**src/rtl/parking_gate_controller_if.sv**
```systemverilog
// Sensor, PIN and gate/alarm signals of the parking gate controller.
// The controller connects through the slave modport; the environment driving it uses master.
interface parking_gate_controller_if;
    logic        arrival_sensor;
    logic        pass_sensor;
    logic        pin_valid;
    logic [15:0] pin_in;
    logic        gate_open;
    logic        gate_close;
    logic        pin_alarm;
    logic        block_alarm;
    logic [1:0]  attempts;

    modport master (
        output arrival_sensor, pass_sensor, pin_valid, pin_in,
        input  gate_open, gate_close, pin_alarm, block_alarm, attempts
    );

    modport slave (
        input  arrival_sensor, pass_sensor, pin_valid, pin_in,
        output gate_open, gate_close, pin_alarm, block_alarm, attempts
    );
endinterface

```
**src/rtl/parking_gate_controller.sv**
```systemverilog
// Parking gate access FSM: vehicle arrival, PIN check, gate open, PIN/tailgate alarms.
// Optional WAIT_PIN inactivity timeout is enabled by defining PIN_TIMEOUT_EN.
//
// state     | meaning
// IDLE      | gate closed, waiting for a vehicle
// WAIT_PIN  | vehicle present, waiting for a PIN attempt
// OPEN      | gate open until the vehicle passes
// PIN_ALARM | wrong-PIN limit reached, only the correct PIN releases
// BLOCKED   | tailgating detected, only the correct PIN releases
module parking_gate_controller #(
    parameter logic [15:0] PASSWORD     = 16'h2B7A,
    parameter int          MAX_ATTEMPTS = 3
`ifdef PIN_TIMEOUT_EN
    ,
    parameter int          TIMEOUT_CYCLES = 16
`endif
) (
    input logic                     clk,
    input logic                     reset,
    parking_gate_controller_if.slave bus
);

    localparam logic [2:0] IDLE      = 3'd0;
    localparam logic [2:0] WAIT_PIN  = 3'd1;
    localparam logic [2:0] OPEN      = 3'd2;
    localparam logic [2:0] PIN_ALARM = 3'd3;
    localparam logic [2:0] BLOCKED   = 3'd4;

    localparam logic [1:0] MAX_ATT = 2'(MAX_ATTEMPTS);

    logic [2:0] state, state_nxt;
    logic [1:0] attempts, attempts_nxt, attempts_inc;
    logic       gate_open, gate_close, pin_alarm, block_alarm;
    logic       pin_ok, pin_bad;

`ifdef PIN_TIMEOUT_EN
    localparam int TW = $clog2(TIMEOUT_CYCLES + 1);
    logic [TW-1:0] tmr, tmr_nxt;
    logic          tmr_tc;

    assign tmr_tc = (tmr == TW'(1));
`endif

    assign pin_ok       = bus.pin_valid && (bus.pin_in == PASSWORD);
    assign pin_bad      = bus.pin_valid && (bus.pin_in != PASSWORD);
    assign attempts_inc = attempts + 2'd1;

    always_comb begin
        state_nxt    = state;
        attempts_nxt = attempts;
`ifdef PIN_TIMEOUT_EN
        tmr_nxt      = TW'(TIMEOUT_CYCLES);
`endif
        case (state)
            IDLE: begin
                if (bus.arrival_sensor)
                    state_nxt = WAIT_PIN;
            end
            WAIT_PIN: begin
                if (pin_ok) begin
                    state_nxt    = OPEN;
                    attempts_nxt = 2'd0;
                end else if (pin_bad) begin
                    // Saturating: the limit is reached exactly once before PIN_ALARM takes over.
                    if (attempts == MAX_ATT || attempts_inc == MAX_ATT) begin
                        attempts_nxt = MAX_ATT;
                        state_nxt    = PIN_ALARM;
                    end else begin
                        attempts_nxt = attempts_inc;
                    end
                end
`ifdef PIN_TIMEOUT_EN
                else if (tmr_tc) begin
                    state_nxt = IDLE;
                end else begin
                    tmr_nxt = tmr - TW'(1);
                end
`endif
            end
            OPEN: begin
                if (bus.pass_sensor && bus.arrival_sensor)
                    state_nxt = BLOCKED;
                else if (bus.pass_sensor)
                    state_nxt = IDLE;
            end
            PIN_ALARM: begin
                if (pin_ok) begin
                    state_nxt    = OPEN;
                    attempts_nxt = 2'd0;
                end
            end
            BLOCKED: begin
                if (pin_ok)
                    state_nxt = IDLE;
            end
            default: begin
                state_nxt    = IDLE;
                attempts_nxt = 2'd0;
            end
        endcase
    end

    // Outputs are registered from the next state so they change on the same edge as the state.
    always_ff @(posedge clk or posedge reset) begin
        if (reset) begin
            state       <= IDLE;
            attempts    <= 2'd0;
            gate_open   <= 1'b0;
            gate_close  <= 1'b1;
            pin_alarm   <= 1'b0;
            block_alarm <= 1'b0;
        end else begin
            state       <= state_nxt;
            attempts    <= attempts_nxt;
            gate_open   <= (state_nxt == OPEN);
            gate_close  <= (state_nxt != OPEN);
            pin_alarm   <= (state_nxt == PIN_ALARM);
            block_alarm <= (state_nxt == BLOCKED);
        end
    end

`ifdef PIN_TIMEOUT_EN
    always_ff @(posedge clk or posedge reset) begin
        if (reset)
            tmr <= TW'(TIMEOUT_CYCLES);
        else
            tmr <= tmr_nxt;
    end
`endif

    assign bus.gate_open   = gate_open;
    assign bus.gate_close  = gate_close;
    assign bus.pin_alarm   = pin_alarm;
    assign bus.block_alarm = block_alarm;
    assign bus.attempts    = attempts;

endmodule

```
**src/flat_wrapper.sv**
```systemverilog
// flat-port wrapper written by rule: the top's interface ports become plain ports
module parking_gate_controller_flat 
#(
    parameter logic [15:0] PASSWORD     = 16'h2B7A,
    parameter int          MAX_ATTEMPTS = 3

)
  (clk, reset, bus_arrival_sensor, bus_pass_sensor, bus_pin_valid, bus_pin_in, bus_gate_open, bus_gate_close, bus_pin_alarm, bus_block_alarm, bus_attempts);
  parking_gate_controller_if bus_i ();
  input logic clk;
  input logic reset;
  input wire logic [$bits(bus_i.arrival_sensor)-1:0] bus_arrival_sensor;
  input wire logic [$bits(bus_i.pass_sensor)-1:0] bus_pass_sensor;
  input wire logic [$bits(bus_i.pin_valid)-1:0] bus_pin_valid;
  input wire logic [$bits(bus_i.pin_in)-1:0] bus_pin_in;
  output wire logic [$bits(bus_i.gate_open)-1:0] bus_gate_open;
  output wire logic [$bits(bus_i.gate_close)-1:0] bus_gate_close;
  output wire logic [$bits(bus_i.pin_alarm)-1:0] bus_pin_alarm;
  output wire logic [$bits(bus_i.block_alarm)-1:0] bus_block_alarm;
  output wire logic [$bits(bus_i.attempts)-1:0] bus_attempts;
  assign bus_i.arrival_sensor = bus_arrival_sensor;
  assign bus_i.pass_sensor = bus_pass_sensor;
  assign bus_i.pin_valid = bus_pin_valid;
  assign bus_i.pin_in = bus_pin_in;
  assign bus_gate_open = bus_i.gate_open;
  assign bus_gate_close = bus_i.gate_close;
  assign bus_pin_alarm = bus_i.pin_alarm;
  assign bus_block_alarm = bus_i.block_alarm;
  assign bus_attempts = bus_i.attempts;
  parking_gate_controller #(.PASSWORD(PASSWORD), .MAX_ATTEMPTS(MAX_ATTEMPTS)) u_core (.clk(clk), .reset(reset), .bus(bus_i));
endmodule
```
**config.mk**
```make
export PLATFORM = sky130hd
export DESIGN_NAME = parking_gate_controller_flat
export DESIGN_NICKNAME = d
export VERILOG_FILES = /design/src/rtl/parking_gate_controller_if.sv /design/src/rtl/parking_gate_controller.sv /design/src/flat_wrapper.sv
export SDC_FILE = /design/constraint.sdc
export NUM_CORES = 1
export LEC_CHECK = 0
export CAP_MARGIN = 10
export CORE_MARGIN = 3
export CORE_UTILIZATION = 35
export CTS_CLUSTER_DIAMETER = 40
export DETAILED_ROUTE_END_ITERATION = 12
export PLACE_DENSITY = 0.82
export RECOVER_POWER = 100
export SLEW_MARGIN = 40
export SYNTH_ARGS = -nofsm -noshare
export SYNTH_HDL_FRONTEND = slang
export SYNTH_SLANG_ARGS = --single-unit
```
**constraint.sdc**
```tcl
create_clock -name clk -period 3.2 [get_ports clk]
set_input_delay 0.64 -clock clk [delete_from_list [all_inputs] [get_ports clk]]
set_output_delay 0.64 -clock clk [all_outputs]
set_load 0.02 [all_outputs]
```
# Word level (Yosys, flattened, before mapping)
# Cells that the tools add are included.
# op_classes
add_sub_neg	1
eq_ne	14
n_mux	14
bitwise	1
reduce_logical	7
# ops
op	n
$mux W3	8
$eq A16 B14 Y1 const B	1
$ne A16 B14 Y1 const B	1
$pmux W3 S5	1
$eq A3 B2 Y1 const B	4
$mux W2	4
$eq A3 B3 Y1 const B	2
$pmux W2 S3	1
$eq A2 B2 Y1 const B	2
$eq A3 B1 Y1 const B	1
$logic_and A1 B1 Y1	3
$logic_not A3 Y1	1
$ne A3 B1 Y1 const B	1
$ne A3 B2 Y1 const B	1
$reduce_and A3 Y1	1
$reduce_or A3 Y1	1
$add A2 B1 Y2 const B	1
$ne A2 B1 Y1 const B	1
$logic_or A1 B1 Y1	1
$not A1 Y1	1
# totals
register_bits	9
output_inout_bits	6
word_cells	43

# Logic depth before layout (Yosys ltp)
# Gate-level depths: netlist (run 1).
# logic_depth
depth_word	8
depth_mapped	5
mapped_depth_nobuf	4

# Worst setup path before layout (run 1)
# Ideal clock, no wire load.
# synth_path
path_type	input -> register
startpoint	input port bus_pin_in[7]
endpoint	register u_core.block_alarm, in the netlist u_core.bus.block_alarm
setup_ps	121
arrival_time_ps	1476
required_ps	3079
slack_ps	1603
path_stages	4
path_cell_list	and4b_1 nand3b_2 or2_4 a32o_1
# synth_between
elab_chain_cells	6
elab_cells_between_ends	10
cone_classes	3 x eq/ne; 5 x mux; 2 x reduce/logical
# synth_lines
element	line	text
start: declaration	flat_wrapper.sv:15	input wire logic [$bits(bus_i.pin_in)-1:0] bus_pin_in;
$ne A16 B14 Y1	parking_gate_controller.sv:45	assign pin_bad = bus.pin_valid && (bus.pin_in != PASSWORD);
$logic_and A1 B1 Y1	parking_gate_controller.sv:45	
$mux W3	parking_gate_controller.sv:63	end else if (pin_bad) begin
$mux W3	parking_gate_controller.sv:60	if (pin_ok) begin
$pmux W3 S5 *	parking_gate_controller.sv:54	case (state)
$eq A3 B3 Y1 *	parking_gate_controller.sv:118	block_alarm <= (state_nxt == BLOCKED);
end signal: assignment	parking_gate_controller.sv:118	
end: declaration	parking_gate_controller.sv:33	logic gate_open, gate_close, pin_alarm, block_alarm;
# Mark *: on every way between the ends. The rest lies on a longest branch, timed or not.
# A chain may end at the register's enable or synchronous reset.

# Final worst setup path (run 1)
# layout_path
startpoint	register u_core.gate_close, in the netlist u_core.bus.gate_close
endpoint	output port bus_gate_close
# layout_lines
element	line	text
start: declaration	parking_gate_controller.sv:33	
start signal: assignment	parking_gate_controller.sv:116	gate_close <= (state_nxt != OPEN);
end: declaration	flat_wrapper.sv:17	output wire logic [$bits(bus_i.gate_close)-1:0] bus_gate_close;
# No word-level cell between the ends.

==> out/metrics.yaml, run 1 <==
clkSinkCount: 9
synth_edf_count: 0
hp-start: "u_core.bus.attempts[0]"
grt_pass1_wl_um: 2060
ys.flop_type: "dfrtp_1"
drt-initial-drc-count: 10
setup_tns_ns: 0
ys_ff_latch: 9
insertion_delay_ns: 0.26
power.density_nw_per_um2: 671
r2r_slack_ns: 1.91
reg2reg_from: "u_core.state[2]"
clock-root-buffer: "clkbuf_4"
clock_skew_ns: 0.0124
yosysSeqAreaShare_pct: 44.6
htree_levels: 1
max_freq_ghz: 0.487
cp.buffers_inverters: 1
end_kind: "primary output"
finalSetupViolations: 0
fill_cells: 122
start_util_pct: 38.1
grt_pass1_vias: 519
diodes: 0
core_area_um2: 1330
worst_slack_ns: 1.14
r2r_cells: 3
holdWs_ns: 0.595
drive_above_1_share_pct: 7.50
cts_tree: "yes"
wirelength_um: 1270
die_area_um2: 1940
hold_viol: 0
utilization_pct: 59.7
ys_types: 27
clkTransAtPathRegs_ns: 0.05
cts_hold_buf: 0
layout.nets: 102
post-place-ws_ns: 1.09
die_h_um: 44.1
finalNonFillerCells: 95
critPathKind: "flop to primary output"
synthesis.nets: 73
slowest_delay_ns: 0.66
cp_slowest_cell: "dlygate4sd3_1"
cp_top_family: "buffers and inverters"
critPathMaxFanout: 1
tightest_slew_ns: 0.368
placedCellCount: 91
area_growth_pct: 56.7
synthTopCellsByArea: "dfrtp_1, nor2_1, dfstp_2"
dieWidth_um: 44.1
ioPinCount: 27
netlist_area_um2: 508
grt.overflow.total: 0
final_antenna_net_count: 0
hold_depth: 2
async_flop_share_pct: 100
hold_path.class: "flop to flop"
dr.pass1.iters: 4
avgRoutedWirePerCell_um: 13.4
ctsResizeCount: 0
portBuffers: 26
synth_top_area_cell: "dfrtp_1"
cts-buffers-inserted: 3
slew_headroom_pct: 75.1
critPathLaunchType: "flop"
crit_required_ns: 2.56
period_needed_ns: 2.06
drc: 0
peakVddDrop_v: 0.000325
power_leakage_uw: 0.000325
routed_via_density: 5.36
crit_arrival_ns: 1.42
place_congestion: 0.823
grt_max_degree: 12
clockBufferDepth: 2
placementRows: 13
synth_top_area_share_pct: 39.4
vias: 509
post_cts_buffers: 0
synth_area_per_cell_um2: 9.77
syn_inst: 52
r2r-end: "u_core.bus.attempts[1]"
max-cap-violations: 0
dp_hpwl_um: 1060
antenna_found_initial: 0
rsz0062_at_grt: "false"
worstPathCellList: "dlygate4sd3_1"
yosys_warnings: 0
drv_slew: 0
min_to: "u_core.bus.attempts[0]"
post-route-period-util_pct: 64.2
status: "finished clean"
grt_usage_pct: 14.6
[routing by layer]
| layer | up-vias | wire, µm | GRT usage (%) | part of all wire (%) |
|---|---|---|---|---|
| met5 | - | 0 | 0 | 0 |
| met4 | 0 | 34 | 5.42 | 2.7 |
| met3 | 4 | 77 | 7.32 | 6.1 |
| met2 | 21 | 653 | 24.4 | 51 |
| met1 | 233 | 506 | 15.7 | 40 |
| li1 | 251 | - | - | - |
[worst max-delay path by stage]
stage | from | end | depth (start not counted)
floorplan | bus_pin_in[7] | u_core.bus.block_alarm | 4
global placement | bus_pin_valid | u_core.bus.block_alarm | 5
detailed placement | bus_pin_valid | u_core.state[2] | 5
CTS | u_core.bus.gate_close | bus_gate_close | 1
global route | u_core.bus.gate_close | bus_gate_close | 1
finish | u_core.bus.gate_close | bus_gate_close | 1
[cell usage after synthesis, types with 2 or more instances]
library cell  count
a22o_1            2
dfrtp_1           8
nor2b_1           2
inv_1             2
nor2_1            8
and4b_1           2
nor3_1            2
o21ai_0           4
buf_2             2
a21oi_1           2
a32o_1            2
[cell type report]
cell class / instances / area (µm²) / area share [%]
tap: 15 / 18.8 / 2.36
sequential: 9 / 226 / 28.5
timing repair buffer: 26 / 260 / 32.7
multi-input combinational: 39 / 256 / 32.2
inverter: 2 / 7.51 / 0.943
clock buffer: 4 / 26.3 / 3.30
[power by group]
group / internal [µW] / switching, µW
Combinational: 117 / 118
Clock: 47.9 / 38.4
Sequential: 159 / 53.3
Total: 324 / 210
[cells in the final DEF (no fill, tap or decap), drive strengths merged, types with 4 or more instances in the layout]
cell           count
o21ai              4
clkdlybuf4s50     18
dfrtp              8
dlygate4sd3        8
nor2               8
clkbuf             4
[kinds of logic (layout without fill, tap and decap cells)]
group | after synthesis | after routing | share of synthesized area (%)
AOI/OAI and AO/OA | 14 | 14 | 19.2
DFF | 9 | 9 | 44.6
and+or+nand+nor | 25 | 25 | 32.8
buffers and inverters | 4 | 32 | 3.45
[through the flow]
step	total power, µW	cell area [µm²]
final	534	796
after global routing	576	796
after CTS	549	803
after detailed placement	462	777
after global placement	458	777
after floorplan	356	508
[tightest hold or removal path, stage by stage (launching register included)]
cell     delay (ns)
dfrtp_1        0.39
o21ai_0        0.10
o21ai_0        0.07
[registers in the layout (all words and copies together) (netlist names)]
| register | cells |
|---|---|
| u_core.state | 3 |
| u_core.bus.attempts | 2 |
| u_core.bus.block_alarm | 1 |
| u_core.bus.gate_close | 1 |
| u_core.bus.gate_open | 1 |
| u_core.bus.pin_alarm | 1 |
No activity file was read; power rests on OpenSTA's default activity.
==> run 2: changes to the inputs <==
==> constraint.sdc (replaced) <==
create_clock -name clk -period 1.9 [get_ports clk]
set_input_delay 0.38 -clock clk [delete_from_list [all_inputs] [get_ports clk]]
set_output_delay 0.38 -clock clk [all_outputs]
set_load 0.02 [all_outputs]
==> run 2 against run 1 <==
Design area is 0.94% higher; critical path depth unchanged; clock skew down 0.011 ns; flip-flop and latch count unchanged; clock power up 66%; sequential power rose by 68%; power increased by 69%; worst hold slack got worse by 0.080 ns; non-clock buffer count is 1 higher; final cell count grew 1.1%.
==> out/metrics.yaml, run 2 (synthesis gave the netlist of run 1 again) <==
start_util_pct: 38.1
end_kind: "primary output"
drive_above_1_share_pct: 8.64
diodes: 0
max-cap-violations: 0
power_leakage_uw: 0.000332
final_cell_mix: "clkdlybuf4s50_1, nor2_1, dfrtp_1"
status: "finished clean"
core_area_um2: 1330
placementRows: 13
grt_pass1_vias: 464
clkTransAtPathRegs_ns: 0.06
cts_hold_buf: 0
dieWidth_um: 44.1
post-route-period-util_pct: 91.3
cts_tree: "yes"
met1_length_um: 459
dr.pass1.iters: 4
post_cts_buffers: 0
cp.buffers_inverters: 1
portBuffers: 26
wirelength_um: 1190
critPathLaunchType: "flop"
grt_usage_pct: 14.1
die_h_um: 44.1
layout_commonest_cell: "clkdlybuf4s50_1"
routed_via_density: 5.40
worstPathCellList: "clkdlybuf4s50_1"
grt_pass1_wl_um: 2020
hold_viol: 0
area_growth_pct: 58.1
crit_arrival_ns: 1.35
period_needed_ns: 1.73
die_area_um2: 1940
clock_skew_ns: 0.00176
critPathKind: "flop to primary output"
drv_slew: 0
critPathMaxFanout: 1
max_freq_ghz: 0.577
insertion_delay_ns: 0.26
place_congestion: 0.831
finalSetupViolations: 0
hold_path.class: "input port to async pin"
clock-root-buffer: "clkbuf_4"
final_antenna_net_count: 0
rsz0062_at_grt: "false"
grt.overflow.total: 0
grt_max_degree: 12
largest_register_ffs: 3
reg_top3: "u_core.state (3), u_core.bus.attempts (2)"
antenna_found_initial: 0
postPlaceCellArea_um2: 785
dr_wl_met3_um: 101
crit_required_ns: 1.52
vias: 518
slowest_delay_ns: 0.59
drc: 0
power_uw: 900
clockBufferDepth: 2
dr.max_layer_used: "met3"
ctsResizeCount: 0
route.met2.wl_um: 631
regMostFlops: "u_core.state"
setup_tns_ns: 0
peakVddDrop_v: 0.000543
drt-initial-drc-count: 15
avgRoutedWirePerCell_um: 12.4
slew_headroom_pct: 76.9
dp_hpwl_um: 1000
cp_top_family: "buffers and inverters"
htree_levels: 1
cp_slowest_cell: "clkdlybuf4s50_1"
ioPinCount: 27
layout.nets: 103
clkSinkCount: 9
tightest_slew_ns: 0.342
power.density_nw_per_um2: 1120
stdcell_area_um2: 803
cts-buffers-inserted: 3
## run 2: changes by cell type in the layout (fill, tap and decap cells not counted)
cell and change:
buf_4 +1, clkdlybuf4s50_1 +1, dlygate4sd3_1 -1
## run 2: path summary, 6_finish.rpt
path	startpoint	depth (start not counted)	slack (ns)	to
setup / recovery	u_core.bus.gate_close	1	0.17	bus_gate_close
hold / removal	reset	2	0.52	u_core.state[1]
setup reg to reg	u_core.state[2]	3	0.57	u_core.bus.attempts[1]
hold reg to reg	u_core.bus.attempts[0]	2	0.60	u_core.bus.attempts[0]
max in group asynchronous	reset	2	1.09	u_core.bus.gate_close
min in group clk	u_core.bus.attempts[0]	2	0.60	u_core.bus.attempts[0]
## run 2: power breakdown
group / total, µW / switching [µW] / internal [µW]
registers: 356 / 87.9 / 268
clock network: 143 / 61.9 / 80.6
logic: 401 / 200 / 201
total: 900 / 350 / 550
## run 2: metrics by stage
step                util [%]  setup WS (ns)  hold WS (ns)  instances
CTS                     60.8          0.155         0.378         96
floorplan                  -          0.563         0.207         52
finish                  60.2          0.166         0.516         96
global placement        58.8          0.103         0.588         92
global route            60.2         0.0908         0.526         96
detailed placement      58.8         0.0545         0.606         92
## run 2: per-layer routing
metal  track usage (%)  up-vias
li1                  -      252
met1              17.1      239
met2              23.8       27
met3              6.10        0
met4              1.81        0
met5                 0        -
## run 2: cell type report
cell class	instances	area (µm²)
clock buffer	4	26.3
fill	107	531
inverter	2	7.51
multi-input combinational	39	256
sequential	9	226
tap	15	18.8
timing repair buffer	27	268
